<file path="src/rtl/seg7_pkg.sv">
// Shared definitions for the 7-segment scan driver:
// register map, CTRL bit positions, reset values and the hex-to-segment table.
package seg7_pkg;

  typedef enum logic [2:0] {
    REG_CTRL     = 3'd0,
    REG_DIGITS   = 3'd1,
    REG_DP       = 3'd2,
    REG_SCAN_DIV = 3'd3,
    REG_BRIGHT   = 3'd4,
    REG_RSVD5    = 3'd5,
    REG_RSVD6    = 3'd6,
    REG_RSVD7    = 3'd7
  } reg_sel_e;

  localparam int CTRL_EN  = 0;
  localparam int CTRL_INV = 1;
  localparam int CTRL_OE  = 2;

  localparam int unsigned SCAN_DIV_RST = 999;
  localparam logic [3:0]  BRIGHT_RST   = 4'hF;

  // Entry n holds {g,f,e,d,c,b,a} for hex digit n
  localparam logic [15:0][6:0] HEX_SEG = {
    7'h71, 7'h79, 7'h5E, 7'h39,
    7'h7C, 7'h77, 7'h6F, 7'h7F,
    7'h07, 7'h7D, 7'h6D, 7'h66,
    7'h4F, 7'h5B, 7'h06, 7'h3F
  };

  // Merge a bus write into an old register value, one byte lane per sel bit
  function automatic logic [31:0] wb_merge(
    input logic [31:0] old_val,
    input logic [31:0] new_val,
    input logic [3:0]  sel
  );
    logic [31:0] m;
    m = {{8{sel[3]}}, {8{sel[2]}}, {8{sel[1]}}, {8{sel[0]}}};
    return (old_val & ~m) | (new_val & m);
  endfunction

endpackage

</file>
<file path="src/rtl/seg7_hex_decoder.sv">
// Combinational hex nibble to 7-segment pattern lookup.
// Output bit order is {g,f,e,d,c,b,a}, active high.
module seg7_hex_decoder
  import seg7_pkg::*;
(
  input  logic [3:0] nibble,
  output logic [6:0] seg
);

  // Table lookup from the shared package
  always_comb begin
    seg = HEX_SEG[nibble];
  end

endmodule

</file>
<file path="src/rtl/seg7_scan_driver.sv">
// Wishbone-programmable time-multiplexed 7-segment display driver.
// Optional brightness PWM is built when SEG7_BRIGHTNESS_EN is defined.
module seg7_scan_driver
  import seg7_pkg::*;
#(
  parameter int          NUM_DIGITS = 4,
  parameter int          SCAN_DIV_W = 16,
  parameter logic [31:0] BASE_ADDR  = 32'h3000_0000
) (
  input  logic                    clk,
  input  logic                    reset,
  input  logic                    wbs_cyc_i,
  input  logic                    wbs_stb_i,
  input  logic                    wbs_we_i,
  input  logic [3:0]              wbs_sel_i,
  input  logic [31:0]             wbs_adr_i,
  input  logic [31:0]             wbs_dat_i,
  output logic                    wbs_ack_o,
  output logic [31:0]             wbs_dat_o,
  output logic [6:0]              seg_out,
  output logic                    dp_out,
  output logic [NUM_DIGITS-1:0]   dig_en,
  output logic [8+NUM_DIGITS-1:0] io_oeb
);

  localparam int DW = 4 * NUM_DIGITS;
  localparam int IW = (NUM_DIGITS > 1) ? $clog2(NUM_DIGITS) : 1;
  localparam int OW = 8 + NUM_DIGITS;

  logic [2:0]            ctrl_q, ctrl_d;
  logic [DW-1:0]         digits_q, digits_d;
  logic [NUM_DIGITS-1:0] dp_q, dp_d;
  logic [SCAN_DIV_W-1:0] scan_div_q, scan_div_d;
  logic                  ack_q, ack_d;
  logic [31:0]           dat_q, dat_d;
  logic [SCAN_DIV_W-1:0] scan_cnt_q, scan_cnt_d;
  logic [IW-1:0]         idx_q, idx_d;
  logic [6:0]            seg_q, seg_d;
  logic                  dpo_q, dpo_d;
  logic [NUM_DIGITS-1:0] dig_q, dig_d;
  logic [OW-1:0]         oeb_q, oeb_d;

`ifdef SEG7_BRIGHTNESS_EN
  logic [3:0]            bright_q, bright_d;
  logic [3:0]            pwm_q, pwm_d;
`endif

  reg_sel_e    rsel;
  logic        hit;
  logic        req;
  logic        wr;
  logic        div_wr;
  logic [31:0] wr_val;
  logic [31:0] rd_data;
  logic        en;
  logic        inv;
  logic        pwm_on;
  logic [3:0]  nib;
  logic [6:0]  hex_seg;
  logic        unused_ok;

  assign rsel = reg_sel_e'(wbs_adr_i[4:2]);
  assign hit  = (wbs_adr_i[31:5] == BASE_ADDR[31:5]);
  assign req  = wbs_cyc_i & wbs_stb_i & hit & ~ack_q;
  assign wr   = req & wbs_we_i;
  assign en   = ctrl_q[CTRL_EN];
  assign inv  = ctrl_q[CTRL_INV];

  // Register file update; a write lands on the edge that raises ack
  always_comb begin
    ctrl_d     = ctrl_q;
    digits_d   = digits_q;
    dp_d       = dp_q;
    scan_div_d = scan_div_q;
    div_wr     = 1'b0;
    wr_val     = '0;
`ifdef SEG7_BRIGHTNESS_EN
    bright_d   = bright_q;
`endif
    if (wr) begin
      case (rsel)
        REG_CTRL: begin
          wr_val = wb_merge(32'(ctrl_q), wbs_dat_i, wbs_sel_i);
          ctrl_d = wr_val[2:0];
        end
        REG_DIGITS: begin
          wr_val   = wb_merge(32'(digits_q), wbs_dat_i, wbs_sel_i);
          digits_d = wr_val[DW-1:0];
        end
        REG_DP: begin
          wr_val = wb_merge(32'(dp_q), wbs_dat_i, wbs_sel_i);
          dp_d   = wr_val[NUM_DIGITS-1:0];
        end
        REG_SCAN_DIV: begin
          wr_val     = wb_merge(32'(scan_div_q), wbs_dat_i, wbs_sel_i);
          scan_div_d = wr_val[SCAN_DIV_W-1:0];
          div_wr     = 1'b1;
        end
`ifdef SEG7_BRIGHTNESS_EN
        REG_BRIGHT: begin
          wr_val   = wb_merge(32'(bright_q), wbs_dat_i, wbs_sel_i);
          bright_d = wr_val[3:0];
        end
`endif
        default: ;
      endcase
    end
  end

  // Read mux and single-cycle ack; data is zero outside the ack cycle
  always_comb begin
    rd_data = '0;
    case (rsel)
      REG_CTRL:     rd_data[2:0]            = ctrl_q;
      REG_DIGITS:   rd_data[DW-1:0]         = digits_q;
      REG_DP:       rd_data[NUM_DIGITS-1:0] = dp_q;
      REG_SCAN_DIV: rd_data[SCAN_DIV_W-1:0] = scan_div_q;
`ifdef SEG7_BRIGHTNESS_EN
      REG_BRIGHT:   rd_data[3:0]            = bright_q;
`endif
      default: ;
    endcase
    ack_d = req;
    dat_d = (req & ~wbs_we_i) ? rd_data : '0;
  end

  // Scan divider and digit index; held at zero while disabled
  always_comb begin
    scan_cnt_d = scan_cnt_q;
    idx_d      = idx_q;
    if (!en) begin
      scan_cnt_d = '0;
      idx_d      = '0;
    end else if (div_wr) begin
      scan_cnt_d = '0;
    end else if (scan_cnt_q == scan_div_q) begin
      scan_cnt_d = '0;
      if (idx_q == IW'(NUM_DIGITS - 1)) begin
        idx_d = '0;
      end else begin
        idx_d = idx_q + 1'b1;
      end
    end else begin
      scan_cnt_d = scan_cnt_q + 1'b1;
    end
  end

`ifdef SEG7_BRIGHTNESS_EN
  // Free-running PWM phase; digits lit only while phase <= BRIGHT
  always_comb begin
    pwm_d  = pwm_q + 4'd1;
    pwm_on = (pwm_q <= bright_q);
  end
`else
  assign pwm_on = 1'b1;
`endif

  assign nib = digits_q[{idx_q, 2'b00} +: 4];

  seg7_hex_decoder u_dec (
    .nibble (nib),
    .seg    (hex_seg)
  );

  // Next pad values: gate by enable, then apply common-anode inversion
  always_comb begin
    seg_d = en ? hex_seg : '0;
    dpo_d = en & dp_q[idx_q];
    dig_d = (en & pwm_on) ? (NUM_DIGITS'(1) << idx_q) : '0;
    if (inv) begin
      seg_d = ~seg_d;
      dpo_d = ~dpo_d;
      dig_d = ~dig_d;
    end
    oeb_d = {OW{~ctrl_q[CTRL_OE]}};
  end

  // State and output registers
  always_ff @(posedge clk or posedge reset) begin
    if (reset) begin
      ctrl_q     <= '0;
      digits_q   <= '0;
      dp_q       <= '0;
      scan_div_q <= SCAN_DIV_W'(SCAN_DIV_RST);
      ack_q      <= 1'b0;
      dat_q      <= '0;
      scan_cnt_q <= '0;
      idx_q      <= '0;
      seg_q      <= '0;
      dpo_q      <= 1'b0;
      dig_q      <= '0;
      oeb_q      <= '1;
`ifdef SEG7_BRIGHTNESS_EN
      bright_q   <= BRIGHT_RST;
      pwm_q      <= '0;
`endif
    end else begin
      ctrl_q     <= ctrl_d;
      digits_q   <= digits_d;
      dp_q       <= dp_d;
      scan_div_q <= scan_div_d;
      ack_q      <= ack_d;
      dat_q      <= dat_d;
      scan_cnt_q <= scan_cnt_d;
      idx_q      <= idx_d;
      seg_q      <= seg_d;
      dpo_q      <= dpo_d;
      dig_q      <= dig_d;
      oeb_q      <= oeb_d;
`ifdef SEG7_BRIGHTNESS_EN
      bright_q   <= bright_d;
      pwm_q      <= pwm_d;
`endif
    end
  end

  assign wbs_ack_o = ack_q;
  assign wbs_dat_o = dat_q;
  assign seg_out   = seg_q;
  assign dp_out    = dpo_q;
  assign dig_en    = dig_q;
  assign io_oeb    = oeb_q;

  // Byte-address bits and unselected write-data bits are don't-care
  assign unused_ok = ^{wbs_adr_i[1:0], wr_val};

endmodule
</file>
<file path="config.mk">
export PLATFORM = sky130hd
export DESIGN_NAME = seg7_scan_driver
export DESIGN_NICKNAME = d
export VERILOG_FILES = /design/src/rtl/seg7_pkg.sv /design/src/rtl/seg7_hex_decoder.sv /design/src/rtl/seg7_scan_driver.sv
export SDC_FILE = /design/constraint.sdc
export NUM_CORES = 1
export LEC_CHECK = 0
export ABC_CLOCK_PERIOD_IN_PS = 3400
export CAP_MARGIN = 20
export CELL_PAD_IN_SITES_DETAIL_PLACEMENT = 1
export CELL_PAD_IN_SITES_GLOBAL_PLACEMENT = 2
export CORE_MARGIN = 1
export CORE_UTILIZATION = 40
export CTS_CLUSTER_SIZE = 24
export DETAILED_ROUTE_END_ITERATION = 8
export DONT_BUFFER_PORTS = 1
export MAX_ROUTING_LAYER = met4
export PLACE_DENSITY = 0.85
export SLEW_MARGIN = 40
export SYNTH_ARGS = -nofsm -noshare
export SYNTH_HDL_FRONTEND = slang
export SYNTH_SLANG_ARGS = --single-unit
</file>
<file path="constraint.sdc">
create_clock -name clk -period 3.4 [get_ports clk]
set_input_delay 0.68 -clock clk [delete_from_list [all_inputs] [get_ports clk]]
set_output_delay 0.68 -clock clk [all_outputs]
set_load 0.1 [all_outputs]
</file>
==> impl_metrics.env <==
export IMPL_grt_pass1_vias=3089
export IMPL_rsz0062_at_grt="false"
export IMPL_cts_hold_buf=0
export IMPL_vias=2803
export IMPL_maxSlewHeadroom=0.408
export IMPL_crit_type="register to register"
export IMPL_placed_area_sq_mm=0.00460
export IMPL_finalWirelength_mm=10.5
export IMPL_fp_dieW_um=109
export IMPL_yosys_top_cells_count="dfrtp_1, nor2_1, buf_4, xor2_1, mux2_2"
export IMPL_synth_largest_area_cell="dfrtp_1"
export IMPL_io_buffers=0
export IMPL_dieArea_sq_mm=0.0119
export IMPL_leakagePower_nw=2.22
export IMPL_h_tree_depth=3
export IMPL_grt_pass1_wl_mm=17.0
export IMPL_rows=38
export IMPL_grt_start_max_net_pins=61
export IMPL_critPathCaptureType="register"
export IMPL_numCtsBuffers=9
export IMPL_viasPerCell=5.39
export IMPL_pre_cts_slack_ns=0.797
export IMPL_yosysMostFrequentCell="dfrtp_1"
export IMPL_synth_edf_count=0
export IMPL_yosysWarnings=0
export IMPL_gp_congestion=0.836
export IMPL_fmax_ghz=0.420
export IMPL_fin_ws_ns=1.02
export IMPL_post_cts_resized=0
export IMPL_yosysSeqAreaShare=0.476
export IMPL_yosys_top_cells_area="dfrtp_1, mux2_2, mux2_4"
export IMPL_start_util=0.417
export IMPL_track_usage=0.199
export IMPL_path_clk_slew_ns=0.06
export IMPL_antenna_left=0
export IMPL_ios=130
export IMPL_nFillCells=1183
export IMPL_dp_hpwl_mm=7.64
export IMPL_layout_nets=459
export IMPL_post_cts_buffers=0
export IMPL_synth_seq_cells=87
export IMPL_min_path_type="primary input to asynchronous set/reset pin"
export IMPL_cts_sinks=87
export IMPL_remaining_drc_errors=0
export IMPL_syn_area_per_cell_sq_um=11.8
export IMPL_antenna_found_initial=0
export IMPL_root_buffer="clkbuf_16"
export IMPL_worst_pin_slew_ns=0.888
export IMPL_fin_crit_sh=0.701
export IMPL_n_antenna_cell=0
export IMPL_synthFlopType="dfrtp_1"
export IMPL_status="finished clean"
export IMPL_p_per_area_mw_per_mm2=433
export IMPL_fin_worst_skew_ns=0.00441
export IMPL_cp_required_ns=3.59
export IMPL_tns_ns=0
export IMPL_crit_arrival_ns=2.58
export IMPL_clk_latency_ns=0.33
export IMPL_hold_viol_final=0
export IMPL_fp_dieH_um=109
export IMPL_slew_violations=0
export IMPL_wl_per_cell_um=20.2
export IMPL_drive_gt1_frac=0.237
export IMPL_async_flop_share=1.00
export IMPL_synth_cell_types=52
export IMPL_syn_area_sq_mm=0.00459
export IMPL_synth_cells=389
export IMPL_setup_viol_count_final=0
export IMPL_crit_fanout=9
export IMPL_worst_setup_path_start_kind="register"
export IMPL_drtIter0Drc=107
export IMPL_design_area_sq_mm=0.00489
export IMPL_clockBufferDepth=2
export IMPL_worst_hold_slack_ns=0.243
export IMPL_maxCapViolCount=0
export IMPL_vdd_ir_drop_max_mv=0.199
export IMPL_coreArea_sq_mm=0.0110
export IMPL_grt_remaining_overflow=0
export IMPL_yosysTopAreaCellShare=0.425
export IMPL_cts_tree="built"
export IMPL_synthToLayoutAreaGrowth_pct=6.51
export IMPL_dr_pass1_iters=4
export IMPL_period_minus_slack_ns=2.38
==> routing by layer <==
layer / vias up / track usage / wire, um
li1: 1277 / - / -
met1: 1428 / 0.236 / 4400
met2: 82 / 0.340 / 5570
met3: 16 / 0.0406 / 401
met4: 0 / 0.0629 / 154
met5: - / - / 0
==> per-stage QoR <==
| stage | instances | power, mW | util |
|---|---|---|---|
| finish | 520 | 2.12 | 0.444 |
| global route | 520 | 2.19 | 0.444 |
| CTS | 520 | 2.15 | 0.443 |
| detailed placement | 504 | 1.17 | 0.417 |
| global placement | 504 | 1.17 | 0.416 |
| floorplan | 404 | 1.18 | - |
==> worst max-delay path, stage by stage (launching register included) <==
cell,delay [ns]
dfrtp_1,0.62
mux4_2,0.63
inv_1,0.15
ha_1,0.26
inv_1,0.06
o211ai_1,0.21
a2bb2oi_1,0.23
xnor2_1,0.09
==> power by group <==
part	internal [mW]	leakage [nW]	switching, mW
Sequential	1.04	1.18	0.0000000108
Combinational	0.00888	0.901	0.103
Clock	0.589	0.140	0.383
==> logic make-up (layout without fill, tap and decap cells) <==
group	after synthesis	in the layout	synth area share
other	1	16	0.000816
AOI/OAI and AO/OA	34	34	0.0523
and+or+nand+nor	103	103	0.121
muxes	53	53	0.159
buffers and inverters	58	34	0.0806
xor gates and xnor gates	42	42	0.0801
adders and majority gates	11	11	0.0300
DFF	87	87	0.476
==> area by class of cell <==
class / instances / area [sq um] / area share
sequential: 87 / 2200 / 0.449
multi-input combinational: 259 / 2090 / 0.428
clock buffer: 13 / 250 / 0.0511
tap: 140 / 175 / 0.0358
timing repair buffer: 7 / 85.1 / 0.0174
inverter: 11 / 51.3 / 0.0105
clock inverter: 3 / 42.5 / 0.00869
==> layout by cell type (no fill, tap or decap), drive strengths merged, types with 2 or more instances in the layout <==
master / count
dfrtp: 78
mux2: 41
nor2: 34
xor2: 27
nand2: 18
conb: 16
xnor2: 15
clkbuf: 13
nand3: 12
a22oi: 12
ha: 11
inv: 10
nor4: 9
dfstp: 9
mux4: 7
a21oi: 7
buf: 7
nand4: 6
and3: 5
mux2i: 5
o21ai: 4
nor3b: 3
nor4b: 3
nor3: 3
and4: 3
o211ai: 3
o211a: 2
clkinv: 2
==> final timing paths <==
kind                       depth (start not counted)           end  slack [ns]  startpoint
min reg2reg                                        1     io_oeb[0]        0.41    register
max                                                7    seg_out[3]        1.02    idx_q[0]
min                                                1  wbs_dat_o[4]        0.24       reset
max in group asynchronous                          2     io_oeb[0]        2.44       reset
max reg2reg                                        7    seg_out[3]        1.02    idx_q[0]
min in group clk                                   1     io_oeb[0]        0.41    register
No activity file was read; power rests on OpenSTA's default activity.
